## src/rtl/mem_stage_pkg.sv

```systemverilog
// Shared encodings for the memory stage: load-size and HI/LO select codes,
// the access FSM states, and the alignment rule used by the optional check.
package mem_stage_pkg;

  typedef enum logic [1:0] {
    EXTR_WORD  = 2'b00,
    EXTR_BYTE  = 2'b01,
    EXTR_HALF  = 2'b10,
    EXTR_WORD3 = 2'b11
  } extr_t;

  typedef enum logic [1:0] {
    LH_NONE = 2'b00,
    LH_LO   = 2'b01,
    LH_HI   = 2'b10,
    LH_RSVD = 2'b11
  } lh_sel_t;

  typedef enum logic {
    IDLE   = 1'b0,
    ACCESS = 1'b1
  } state_t;

  // Store size comes from Sb/Sh, load size from ExtrWord; bytes never fault.
  function automatic logic is_misaligned(input logic [1:0] a, input logic is_store,
                                         input logic sb, input logic sh,
                                         input logic [1:0] extr);
    logic byte_op;
    logic half_op;
    if (is_store) begin
      byte_op = sb;
      half_op = ~sb & sh;
    end else begin
      byte_op = (extr == EXTR_BYTE);
      half_op = (extr == EXTR_HALF);
    end
    if (byte_op) return 1'b0;
    if (half_op) return a[0];
    return (a != 2'b00);
  endfunction

endpackage

```

## src/rtl/mem_stage_if.sv

```systemverilog
// Data-memory port between mem_stage (master) and the data memory (slave).
interface mem_stage_if #(
  parameter int DATA_BITS = 32
);
  // Handshake: the master raises dmem_req and holds addr/we/wstrb/wdata stable
  // until the slave returns a single-cycle dmem_ack (with dmem_rdata for loads).
  logic                 dmem_req;
  logic                 dmem_we;
  logic [DATA_BITS-1:0] dmem_addr;
  logic [3:0]           dmem_wstrb;
  logic [DATA_BITS-1:0] dmem_wdata;
  logic [DATA_BITS-1:0] dmem_rdata;
  logic                 dmem_ack;

  modport master (
    output dmem_req, dmem_we, dmem_addr, dmem_wstrb, dmem_wdata,
    input  dmem_rdata, dmem_ack
  );

  modport slave (
    input  dmem_req, dmem_we, dmem_addr, dmem_wstrb, dmem_wdata,
    output dmem_rdata, dmem_ack
  );
endinterface

```

## src/rtl/mem_lane_align.sv

```systemverilog
// Combinational byte-lane logic: store strobes and lane replication, plus
// little-endian load extraction with sign/zero extension.
module mem_lane_align
  import mem_stage_pkg::*;
(
  input  logic [1:0]  i_addr_lo,
  input  logic        i_sb,
  input  logic        i_sh,
  input  logic [31:0] i_store_data,
  input  logic [31:0] i_rdata,
  input  logic [1:0]  i_extr_word,
  input  logic        i_extr_signed,
  output logic [3:0]  o_wstrb,
  output logic [31:0] o_wdata,
  output logic [31:0] o_load_data
);

  logic [7:0]  w_byte;
  logic [15:0] w_half;

  always_comb begin
    o_wstrb = 4'b1111;
    o_wdata = i_store_data;
    if (i_sb) begin
      o_wstrb = 4'b0001 << i_addr_lo;
      o_wdata = {4{i_store_data[7:0]}};
    end else if (i_sh) begin
      o_wstrb = i_addr_lo[1] ? 4'b1100 : 4'b0011;
      o_wdata = {2{i_store_data[15:0]}};
    end
  end

  always_comb begin
    w_byte      = i_rdata[{i_addr_lo, 3'b000} +: 8];
    w_half      = i_rdata[{i_addr_lo[1], 4'b0000} +: 16];
    o_load_data = i_rdata;
    case (extr_t'(i_extr_word))
      EXTR_BYTE: o_load_data = i_extr_signed ? {{24{w_byte[7]}}, w_byte}
                                             : {24'b0, w_byte};
      EXTR_HALF: o_load_data = i_extr_signed ? {{16{w_half[15]}}, w_half}
                                             : {16'b0, w_half};
      default:   o_load_data = i_rdata;
    endcase
  end

endmodule

```

## src/rtl/mem_stage.sv

```systemverilog
// Memory-access stage: runs the IDLE/ACCESS handshake FSM against the data
// memory and registers the MEM/WB bundle. Optional macro: MEM_ALIGN_CHECK_EN.
module mem_stage
  import mem_stage_pkg::*;
#(
  parameter int PC_BITS   = 32,
  parameter int IR_BITS   = 32,
  parameter int DATA_BITS = 32
) (
  input  logic                 clk,
  input  logic                 rst,
  input  logic                 valid_in,
  input  logic [PC_BITS-1:0]   pc_in,
  input  logic [IR_BITS-1:0]   ir_in,
  input  logic [DATA_BITS-1:0] result_1,
  input  logic [DATA_BITS-1:0] result_2,
  input  logic [DATA_BITS-1:0] store_data,
  input  logic [5:0]           write,
  input  logic                 MemToReg,
  input  logic                 MemWrite,
  input  logic                 RegWrite,
  input  logic                 Jal,
  input  logic                 ToLH,
  input  logic                 Sh,
  input  logic                 Sb,
  input  logic                 ExtrSigned,
  input  logic                 Syscall,
  input  logic [1:0]           ExtrWord,
  input  logic [1:0]           LHToReg,
  input  logic [DATA_BITS-1:0] lo,
  input  logic [DATA_BITS-1:0] hi,
  output logic                 mem_busy,
  mem_stage_if.master          dmem,
  output logic                 wb_valid,
  output logic                 wb_RegWrite,
  output logic                 wb_ToLH,
  output logic                 wb_Syscall,
  output logic [5:0]           wb_write,
  output logic [DATA_BITS-1:0] wb_data,
  output logic [DATA_BITS-1:0] wb_result_1,
  output logic [DATA_BITS-1:0] wb_result_2,
  output logic [PC_BITS-1:0]   wb_pc,
  output logic [IR_BITS-1:0]   wb_ir,
`ifdef MEM_ALIGN_CHECK_EN
  output logic                 wb_addr_err,
`endif
  output state_t               o_dbg_state
);

  typedef struct packed {
    logic [PC_BITS-1:0]   pc;
    logic [IR_BITS-1:0]   ir;
    logic [DATA_BITS-1:0] r1;
    logic [DATA_BITS-1:0] r2;
    logic [DATA_BITS-1:0] sd;
    logic [DATA_BITS-1:0] lo;
    logic [DATA_BITS-1:0] hi;
    logic [5:0]           write;
    logic                 mem_to_reg;
    logic                 mem_write;
    logic                 reg_write;
    logic                 jal;
    logic                 to_lh;
    logic                 sh;
    logic                 sb;
    logic                 extr_signed;
    logic                 syscall;
    logic [1:0]           extr_word;
    logic [1:0]           lh_to_reg;
  } exmem_t;

  state_t               r_state, w_next;
  exmem_t               r_cap, w_in, w_src;
  logic                 w_misalign, w_start_mem, w_fire, w_bad;
  logic [3:0]           w_wstrb;
  logic [31:0]          w_wdata, w_load;
  logic [DATA_BITS-1:0] w_wb_data;

  always_comb begin
    w_in.pc          = pc_in;
    w_in.ir          = ir_in;
    w_in.r1          = result_1;
    w_in.r2          = result_2;
    w_in.sd          = store_data;
    w_in.lo          = lo;
    w_in.hi          = hi;
    w_in.write       = write;
    w_in.mem_to_reg  = MemToReg;
    w_in.mem_write   = MemWrite;
    w_in.reg_write   = RegWrite;
    w_in.jal         = Jal;
    w_in.to_lh       = ToLH;
    w_in.sh          = Sh;
    w_in.sb          = Sb;
    w_in.extr_signed = ExtrSigned;
    w_in.syscall     = Syscall;
    w_in.extr_word   = ExtrWord;
    w_in.lh_to_reg   = LHToReg;
  end

`ifdef MEM_ALIGN_CHECK_EN
  assign w_misalign = is_misaligned(result_1[1:0], MemWrite, Sb, Sh, ExtrWord);
`else
  assign w_misalign = 1'b0;
`endif

  // A misaligned memory op never reaches ACCESS; it retires like an ALU op.
  assign w_start_mem = valid_in & (MemToReg | MemWrite) & ~w_misalign;
  assign w_bad       = (r_state == IDLE) & valid_in & w_misalign;
  assign w_fire      = (r_state == IDLE)   ? (valid_in & ~w_start_mem)
                                           : dmem.dmem_ack;
  assign w_src       = (r_state == ACCESS) ? r_cap : w_in;

  mem_lane_align u_lane (
    .i_addr_lo     (r_cap.r1[1:0]),
    .i_sb          (r_cap.sb),
    .i_sh          (r_cap.sh),
    .i_store_data  (r_cap.sd[31:0]),
    .i_rdata       (dmem.dmem_rdata[31:0]),
    .i_extr_word   (r_cap.extr_word),
    .i_extr_signed (r_cap.extr_signed),
    .o_wstrb       (w_wstrb),
    .o_wdata       (w_wdata),
    .o_load_data   (w_load)
  );

  always_ff @(posedge clk) begin
    if (rst) r_state <= IDLE;
    else     r_state <= w_next;
  end

  always_comb begin
    w_next = r_state;
    case (r_state)
      IDLE:    if (w_start_mem)   w_next = ACCESS;
      ACCESS:  if (dmem.dmem_ack) w_next = IDLE;
      default: w_next = IDLE;
    endcase
  end

  always_comb begin
    mem_busy        = (r_state == IDLE) ? w_start_mem : ~dmem.dmem_ack;
    dmem.dmem_req   = (r_state == ACCESS);
    dmem.dmem_we    = (r_state == ACCESS) & r_cap.mem_write;
    dmem.dmem_addr  = {r_cap.r1[DATA_BITS-1:2], 2'b00};
    dmem.dmem_wstrb = (r_state == ACCESS) ? w_wstrb : 4'b0000;
    dmem.dmem_wdata = w_wdata;
    o_dbg_state     = r_state;
  end

  always_comb begin
    case (lh_sel_t'(w_src.lh_to_reg))
      LH_LO:   w_wb_data = w_src.lo;
      LH_HI:   w_wb_data = w_src.hi;
      default: begin
        if (w_src.jal)             w_wb_data = DATA_BITS'(w_src.pc + PC_BITS'(4));
        else if (w_src.mem_to_reg) w_wb_data = w_load;
        else                       w_wb_data = w_src.r1;
      end
    endcase
  end

  always_ff @(posedge clk) begin
    if (rst)                                     r_cap <= '0;
    else if ((r_state == IDLE) && w_start_mem)   r_cap <= w_in;
  end

  always_ff @(posedge clk) begin
    if (rst) begin
      wb_valid    <= 1'b0;
      wb_RegWrite <= 1'b0;
      wb_ToLH     <= 1'b0;
      wb_Syscall  <= 1'b0;
      wb_write    <= '0;
      wb_data     <= '0;
      wb_result_1 <= '0;
      wb_result_2 <= '0;
      wb_pc       <= '0;
      wb_ir       <= '0;
    end else if (w_fire) begin
      wb_valid    <= 1'b1;
      wb_RegWrite <= w_src.reg_write & ~w_src.mem_write & ~w_bad;
      wb_ToLH     <= w_src.to_lh;
      wb_Syscall  <= w_src.syscall;
      wb_write    <= w_src.write;
      wb_data     <= w_wb_data;
      wb_result_1 <= w_src.r1;
      wb_result_2 <= w_src.r2;
      wb_pc       <= w_src.pc;
      wb_ir       <= w_src.ir;
    end else begin
      wb_valid    <= 1'b0;
      wb_RegWrite <= 1'b0;
      wb_ToLH     <= 1'b0;
    end
  end

`ifdef MEM_ALIGN_CHECK_EN
  always_ff @(posedge clk) begin
    if (rst) wb_addr_err <= 1'b0;
    else     wb_addr_err <= w_fire & w_bad;
  end
`endif

endmodule

```

## src/flat_wrapper.sv

```systemverilog
// flat-port wrapper written by rule: the top's interface ports become plain ports
module mem_stage_flat import mem_stage_pkg::*;
#(
  parameter int PC_BITS   = 32,
  parameter int IR_BITS   = 32,
  parameter int DATA_BITS = 32
)
  (clk, rst, valid_in, pc_in, ir_in, result_1, result_2, store_data, write, MemToReg, MemWrite, RegWrite, Jal, ToLH, Sh, Sb, ExtrSigned, Syscall, ExtrWord, LHToReg, lo, hi, mem_busy, wb_valid, wb_RegWrite, wb_ToLH, wb_Syscall, wb_write, wb_data, wb_result_1, wb_result_2, wb_pc, wb_ir, o_dbg_state, dmem_dmem_req, dmem_dmem_we, dmem_dmem_addr, dmem_dmem_wstrb, dmem_dmem_wdata, dmem_dmem_rdata, dmem_dmem_ack);
  mem_stage_if #(.DATA_BITS(DATA_BITS)) dmem_i ();
  input  logic clk;
  input  logic rst;
  input  logic valid_in;
  input  logic [PC_BITS-1:0] pc_in;
  input  logic [IR_BITS-1:0] ir_in;
  input  logic [DATA_BITS-1:0] result_1;
  input  logic [DATA_BITS-1:0] result_2;
  input  logic [DATA_BITS-1:0] store_data;
  input  logic [5:0] write;
  input  logic MemToReg;
  input  logic MemWrite;
  input  logic RegWrite;
  input  logic Jal;
  input  logic ToLH;
  input  logic Sh;
  input  logic Sb;
  input  logic ExtrSigned;
  input  logic Syscall;
  input  logic [1:0] ExtrWord;
  input  logic [1:0] LHToReg;
  input  logic [DATA_BITS-1:0] lo;
  input  logic [DATA_BITS-1:0] hi;
  output logic mem_busy;
  output logic wb_valid;
  output logic wb_RegWrite;
  output logic wb_ToLH;
  output logic wb_Syscall;
  output logic [5:0] wb_write;
  output logic [DATA_BITS-1:0] wb_data;
  output logic [DATA_BITS-1:0] wb_result_1;
  output logic [DATA_BITS-1:0] wb_result_2;
  output logic [PC_BITS-1:0] wb_pc;
  output logic [IR_BITS-1:0] wb_ir;
  output state_t o_dbg_state;
  output wire logic [$bits(dmem_i.dmem_req)-1:0] dmem_dmem_req;
  output wire logic [$bits(dmem_i.dmem_we)-1:0] dmem_dmem_we;
  output wire logic [$bits(dmem_i.dmem_addr)-1:0] dmem_dmem_addr;
  output wire logic [$bits(dmem_i.dmem_wstrb)-1:0] dmem_dmem_wstrb;
  output wire logic [$bits(dmem_i.dmem_wdata)-1:0] dmem_dmem_wdata;
  input wire logic [$bits(dmem_i.dmem_rdata)-1:0] dmem_dmem_rdata;
  input wire logic [$bits(dmem_i.dmem_ack)-1:0] dmem_dmem_ack;
  assign dmem_dmem_req = dmem_i.dmem_req;
  assign dmem_dmem_we = dmem_i.dmem_we;
  assign dmem_dmem_addr = dmem_i.dmem_addr;
  assign dmem_dmem_wstrb = dmem_i.dmem_wstrb;
  assign dmem_dmem_wdata = dmem_i.dmem_wdata;
  assign dmem_i.dmem_rdata = dmem_dmem_rdata;
  assign dmem_i.dmem_ack = dmem_dmem_ack;
  mem_stage #(.PC_BITS(PC_BITS), .IR_BITS(IR_BITS), .DATA_BITS(DATA_BITS)) u_core (.clk(clk), .rst(rst), .valid_in(valid_in), .pc_in(pc_in), .ir_in(ir_in), .result_1(result_1), .result_2(result_2), .store_data(store_data), .write(write), .MemToReg(MemToReg), .MemWrite(MemWrite), .RegWrite(RegWrite), .Jal(Jal), .ToLH(ToLH), .Sh(Sh), .Sb(Sb), .ExtrSigned(ExtrSigned), .Syscall(Syscall), .ExtrWord(ExtrWord), .LHToReg(LHToReg), .lo(lo), .hi(hi), .mem_busy(mem_busy), .dmem(dmem_i), .wb_valid(wb_valid), .wb_RegWrite(wb_RegWrite), .wb_ToLH(wb_ToLH), .wb_Syscall(wb_Syscall), .wb_write(wb_write), .wb_data(wb_data), .wb_result_1(wb_result_1), .wb_result_2(wb_result_2), .wb_pc(wb_pc), .wb_ir(wb_ir), .o_dbg_state(o_dbg_state));
endmodule
```

## config.mk

```make
export PLATFORM = sky130hd
export DESIGN_NAME = mem_stage_flat
export DESIGN_NICKNAME = d
export VERILOG_FILES = /design/src/rtl/mem_stage_pkg.sv /design/src/rtl/mem_stage_if.sv /design/src/rtl/mem_lane_align.sv /design/src/rtl/mem_stage.sv /design/src/flat_wrapper.sv
export SDC_FILE = /design/constraint.sdc
export NUM_CORES = 1
export LEC_CHECK = 0
export ABC_AREA = 1
export ABC_CLOCK_PERIOD_IN_PS = 2900
export CAP_MARGIN = 20
export CELL_PAD_IN_SITES_DETAIL_PLACEMENT = 1
export CELL_PAD_IN_SITES_GLOBAL_PLACEMENT = 2
export CORE_MARGIN = 10
export CORE_UTILIZATION = 24
export CTS_BUF_LIST = sky130_fd_sc_hd__clkbuf_8
export DETAILED_ROUTE_END_ITERATION = 12
export MAX_ROUTING_LAYER = met4
export PLACE_DENSITY_LB_ADDON = 0.1
export SYNTH_ARGS = -nofsm -noshare
export SYNTH_HDL_FRONTEND = slang
export SYNTH_SLANG_ARGS = --single-unit
```

## constraint.sdc

```tcl
create_clock -name clk -period 2.9 [get_ports clk]
set_input_delay 0.29 -clock clk [delete_from_list [all_inputs] [get_ports clk]]
set_output_delay 0.29 -clock clk [all_outputs]
set_load 0.01 [all_outputs]
```

==> impl_metrics.py <==
metrics = {
    "status": {
        "status": "completed",
    },
    "critical_path": {
        "worstSetupPathType": "reg -> out",
        "critPathMaxFanout": 38,
        "crit_path_end_kind": "primary output",
        "crit_path_start_kind": "flip-flop",
        "arrival_ps": 2440,
        "critPathRequiredTime_ps": 2610,
    },
    "global_routing": {
        "grt_first_pass_wirelength_um": 146000,
        "grt_pass1_vias": 22000,
        "overflow": 0,
        "grt_max_degree": 107,
        "met1_usage": 0.244,
        "grtUsageTotal": 0.210,
        "met2_usage": 0.352,
        "grt.busiest_layer": "met2",
        "met3_usage": 0.0578,
        "antenna_found_initial": 31,
    },
    "sta": {
        "finalCritPeriodShare": 0.943,
        "relSlewSlack": 0.504,
        "skew_ps": 17.9,
        "worst_pin_slew_ps": 743,
        "finalHoldViolations": 0,
        "clock.fmax_ghz": 0.366,
        "fin_crit_ps": 2730,
        "setup_violations": 0,
        "grt_setup_unrepaired": "false",
        "finalSetupTns_ps": 0,
        "slew_violations": 0,
        "hold_slack_ps": 183,
    },
    "clocking": {
        "cts_buffers": 84,
        "cts.sinks": 414,
        "cts_tree": "yes",
        "clk_pin_slew_ps": 60,
        "cts_max_path_buffers": 3,
        "clk_latency_ps": 670,
        "cts_max_level": 3,
        "cts_root_buffer": "clkbuf_8",
    },
    "placement": {
        "dp_cells": 4248,
        "routabilityCongestion": 0.904,
        "portBuffers": 518,
        "hpwlAfterDp_um": 73800,
    },
    "min_path": {
        "worstHoldPathType": "in -> reg",
    },
    "routing": {
        "avgRoutedWirePerCell_um": 22.5,
        "drc_errors": 0,
        "drtIter0Drc": 1069,
        "first_pass_iters": 5,
        "ant_nets": 0,
        "via_count": 21100,
        "wirelength_um": 99600,
        "via_per_inst": 4.77,
    },
    "pwr": {
        "combPwrFrac": 0.239,
        "leakage_nw": 10.6,
        "seqPwrFrac": 0.391,
        "p_sw_frac": 0.329,
        "peakVddDrop_mv": 0.271,
        "pwr-share-clk": 0.370,
        "p_int_mw": 11.1,
        "net-switching-power_mw": 5.42,
        "powerDensity_mw_per_mm2": 603,
    },
    "logic_synthesis": {
        "synthXorXnorAreaFrac": 0.00179,
        "synthMuxAreaShare": 0,
        "yosysSeqAreaShare": 0.424,
        "yosysTopAreaCell": "dfxtp_1",
        "synth.avg_cell_area_um2": 6.83,
        "synth-simple-area-share": 0.209,
        "synth_compound_area_frac": 0.258,
        "synth_top_family_by_area": "compound AO/OA/AOI/OAI gates",
        "synth_fa_ha_area_frac": 0.00384,
        "netlist_instances": 2862,
        "yosysWarnings": 0,
        "yosys-top-cells-area": "dfxtp_1 42%, nand2_1 15%, a21oi_1 11%, o21ai_0 9.7%, inv_1 3.8%",
        "ys_seq_elements": 414,
        "synth_top_area_share": 0.424,
        "synth.distinct_cells": 39,
        "syn_area_mm2": 0.0195,
    },
    "final_layout": {
        "instances_no_fill": 4417,
        "area_delta_synth_final_pct": 39.9,
        "drive_gt1_frac": 0.0708,
        "layout.nets": 3560,
        "num-fill-cells": 9848,
    },
    "floorplan": {
        "die_width_um": 305,
        "rows": 104,
        "ios": 521,
        "die_area_mm2": 0.0932,
        "start_util": 0.242,
        "fp.dieH_um": 305,
        "core-area_mm2": 0.0807,
    },
    "job": {
        "cap_violations": 0,
    },
}
repair_timing:
action,4_1_cts,5_1_grt
endpoints found under the setup margin,8,3
resized for setup,6,5
hold endpoints to repair,13,0
hold buffers,1,0
setup buffers,0,0
synth_stat cells:
master and count:
buf_8 1, o21ai_2 2, buf_1 14, o21a_1 1, or2_1 1, nand2_4 3
clkbuf_2 1, clkinv_1 3, xor2_1 4, and2_1 2, o21bai_1 5, o22ai_1 3
clkbuf_1 136, buf_4 47, a21boi_0 1, nand2_2 19, o221ai_1 8, inv_2 5
buf_6 4, nand3_1 50, nand2_1 787, nor2_2 10, a21oi_1 414, inv_1 197
nand4_1 2, a31oi_1 72, nand3_2 3, nor2_1 147, dfxtp_1 414, a211oi_1 44
nor2_4 4, o21ai_1 4, buf_2 52, ha_1 6, a21oi_2 2, o211ai_1 13
nor3_1 1, conb_1 1, o21ai_0 379
layer usage:
| metal | vias up | share of wire |
|---|---|---|
| met1 | 10100 | 0.43 |
| met2 | 527 | 0.48 |
| met5 | - | 0 |
| met4 | 0 | 0.026 |
| met3 | 159 | 0.062 |
| li1 | 10300 | - |
path summary, 6_finish.rpt:
| check | from | end | slack [ps] | cells past startpoint |
|---|---|---|---|---|
| worst min-delay path | store_data[20] | u_core.r_cap[103]$_SDFFE_PP0P_ | 180 | 3 |
| worst min register to register | u_core.r_cap[55]$_SDFFE_PP0P_ | u_core.r_cap[55]$_SDFFE_PP0P_ | 450 | 2 |
| worst max register to register | u_core.dmem.dmem_req$_SDFF_PP0_ | u_core.wb_data[13]$_SDFFE_PP0P_ | 320 | 12 |
| worst max-delay path | u_core.dmem.dmem_req$_SDFF_PP0_ | mem_busy | 170 | 5 |
layout make-up:
class	count	area, µm²	area share
flip-flops and latches	414	8290	0.303
inverters	205	793	0.0290
multi-input cells	1989	9280	0.339
clock buffers	106	1460	0.0534
clock inverters	40	196	0.00719
well taps	1060	1330	0.0485
diodes	22	55.1	0.00201
repair buffers	581	5940	0.217
logic make-up (layout without fill, tap and decap cells):
group	Yosys count	after routing
AND/OR/NAND/NOR	1029	1029
adder cells (fa/ha/maj)	6	6
XOR/XNOR	4	4
buffers and inverters	460	932
other	1	24
flip-flops	414	414
AO/OA/AOI/OAI	948	948
power by group through the flow:
stage	sequential [mW]	clock (mW)	combinational, mW
floorplan	6.59	0	1.81
global placement	6.55	0	3.93
detailed placement	6.57	0	3.98
CTS	6.45	6.37	4.01
global route	6.50	6.61	4.32
finish	6.45	6.10	3.94
cells in the final DEF, fill, tap and decap left out, types with 2 or more instances in the layout:
cell	synthesis	final
nand3_2	3	3
buf_4	47	39
nand2_4	3	3
a31oi_1	72	72
nor2_1	147	147
conb_1	1	2
a21oi_1	414	414
diode_2	0	22
clkdlybuf4s50_1	0	517
o221ai_1	8	8
xor2_1	4	4
clkbuf_8	0	106
inv_8	0	4
o22ai_1	3	3
and2_1	2	2
nand4_1	2	2
buf_6	4	2
o21ai_0	379	378
nand3_1	50	49
inv_6	0	3
dfxtp_1	414	413
o211ai_1	13	13
clkinv_2	0	8
nand2_2	19	19
a211oi_1	44	44
a21oi_2	2	2
nor2_4	4	4
nor2_2	10	10
inv_2	5	3
inv_1	197	224
o21bai_1	5	5
ha_1	6	6
o21ai_1	4	4
nand2_1	787	787
buf_12	0	21
o21ai_4	0	2
flip-flops by register name, indices dropped and copies added (netlist names), 6 cells and up:
register / cells
u_core.wb_data: 32
u_core.dmem.dmem_addr: 30
u_core.wb_write: 6
u_core.wb_result_1: 32
u_core.wb_pc: 32
u_core.wb_result_2: 32
u_core.wb_ir: 32
u_core.r_cap: 213
per-stage QoR:
stage	power [mW]	cell area (µm²)	setup WS (ps)	utilization
3_5_place_dp	10.6	25600	49.9	0.317
4_1_cts	16.8	27300	31.1	0.338
3_3_place_gp	10.5	25600	70.9	0.317
2_1_floorplan	8.40	19500	35.2	-
6_report	16.5	27300	166	0.339
5_1_grt	17.4	27300	8.61	0.339
worst max-delay path, cell delays in order (launching register included):
cell	delay, ps
dfxtp_4	440
inv_8	190
buf_12	250
nand3_4	150
nand2_1	90
clkdlybuf4s50_1	630
No activity file was read; power rests on OpenSTA's default activity.
==> variant, RTL diff (same flow settings) <==
`IR_BITS` is set to 32 in 2 places; all go to 24.
--- a/src/rtl/mem_stage.sv
+++ b/src/rtl/mem_stage.sv
@@ -4,7 +4,7 @@
   import mem_stage_pkg::*;
 #(
   parameter int PC_BITS   = 32,
-  parameter int IR_BITS   = 32,
+  parameter int IR_BITS   = 24,
   parameter int DATA_BITS = 32
 ) (
   input  logic                 clk,
--- a/src/flat_wrapper.sv
+++ b/src/flat_wrapper.sv
@@ -2,7 +2,7 @@
 module mem_stage_flat import mem_stage_pkg::*;
 #(
   parameter int PC_BITS   = 32,
-  parameter int IR_BITS   = 32,
+  parameter int IR_BITS   = 24,
   parameter int DATA_BITS = 32
 )
   (clk, rst, valid_in, pc_in, ir_in, result_1, result_2, store_data, write, MemToReg, MemWrite, RegWrite, Jal, ToLH, Sh, Sb, ExtrSigned, Syscall, ExtrWord, LHToReg, lo, hi, mem_busy, wb_valid, wb_RegWrite, wb_ToLH, wb_Syscall, wb_write, wb_data, wb_result_1, wb_result_2, wb_pc, wb_ir, o_dbg_state, dmem_dmem_req, dmem_dmem_we, dmem_dmem_addr, dmem_dmem_wstrb, dmem_dmem_wdata, dmem_dmem_rdata, dmem_dmem_ack);
Interface: changed (resized ir_in and wb_ir); port bits go from 521 to 505. The function was not compared with the original's and may differ.
==> variant against the unedited design <==
Area after synthesis down 2.1%. Design area down 2.2%. Setup slack worse by 0.0025 ns. Critical path type unchanged. Hold slack better by 0.0034 ns. Clock power up 6.6%. Total power up 0.42%. Sequential cell count down 16. Wire length down 2.6%.
==> variant: results (changes against the unedited design) <==
stage	metric	value	unit	change
run_status	run status	finished, final reports clean		
final_layout	max FFs per register	205		-3.8%
worst_setup_path	R2R setup slack	0.25	ns	-0.07 ns
worst_setup_path	RR Endpoint	u_core.wb_data[3]		
synth	Synth Area in Adders	0.003926		+0.00008346
final_layout	Final #Nets	3453		-3.0%
clock_tree	CTS Buf Count	83		-1.2%
power	NetSw	0.005374	W	-0.88%
clock_tree	postcts setup bufs	4		+4
synth	Synth cell types	42		+7.7%
placed_design	Port Buffer Count	502		-3.1%
placed_design	# placed instances	4136		-2.6%
placed_design	pre-CTS WS	0.05474	ns	+0.004809 ns
power	P_seq	0.00621	W	-3.7%
synth	post-synthesis compound-gate area fraction	0.2595		+0.001354
clock_tree	Resized cells post-CTS	4		-2
synth	Post-synth top cells	nand2_1 (739), a21oi_1 (399), dfxtp_1 (398)		
routing	drt wl/cell	22.49	um	-0.27%
grt	initial antenna violation count	25		-19%
routing	WL final	97.03	mm	-2.6%
final_layout	layout cell share with drive strength beyond 1	0.07896		+0.008199
worst_setup_path	R2R cell count	10		-2
placed_design	DPL Wire Length	71.07	mm	-3.8%
placed_design	DP Area	24780	um2	-3.1%
worst_setup_path	Setup crit end	dmem_dmem_wstrb[0]		
placed_design	RD Place Congestion	0.8805		-2.6%
grt	largest net degree at the start of global routing	122		+14%
min_path	hold_sp	ExtrSigned		
routing	Via density	4.758		-0.31%
routing	initial drt markers	1034		-3.3%
timing	Clock Skews	0.02662	ns	+0.008729 ns
timing	hold_ws	0.1859	ns	+0.003379 ns
worst_setup_path	critical path fanouts, max	80		+110%
## variant: cell count changes after synthesis, sizes merged, moves of 6 or more
cell	unedited run	this run
o221ai	8	14
nand3	53	46
a31oi	72	65
inv	202	195
clkbuf	137	129
a21oi	416	402
dfxtp	414	398
nand2	809	776
## variant: routing by layer
metal | up-vias | global-route usage | wire length [um]
met5 | - | - | 0
met4 | 0 | 0.05730 | 2109
met3 | 121 | 0.06312 | 6995
met2 | 490 | 0.3468 | 46430
met1 | 9937 | 0.2455 | 41500
li1 | 9982 | - | -
## variant: layout make-up
cell class / instances / area [um2]
Tap cell: 1050 / 1314
Sequential cell: 398 / 7971
Clock buffer: 107 / 1473
Clock inverter: 44 / 319.1
Multi-Input combinational cell: 1941 / 9161
Timing Repair Buffer: 553 / 5669
Antenna cell: 23 / 57.56
Fill cell: 9674 / 52260
Inverter: 199 / 773.2
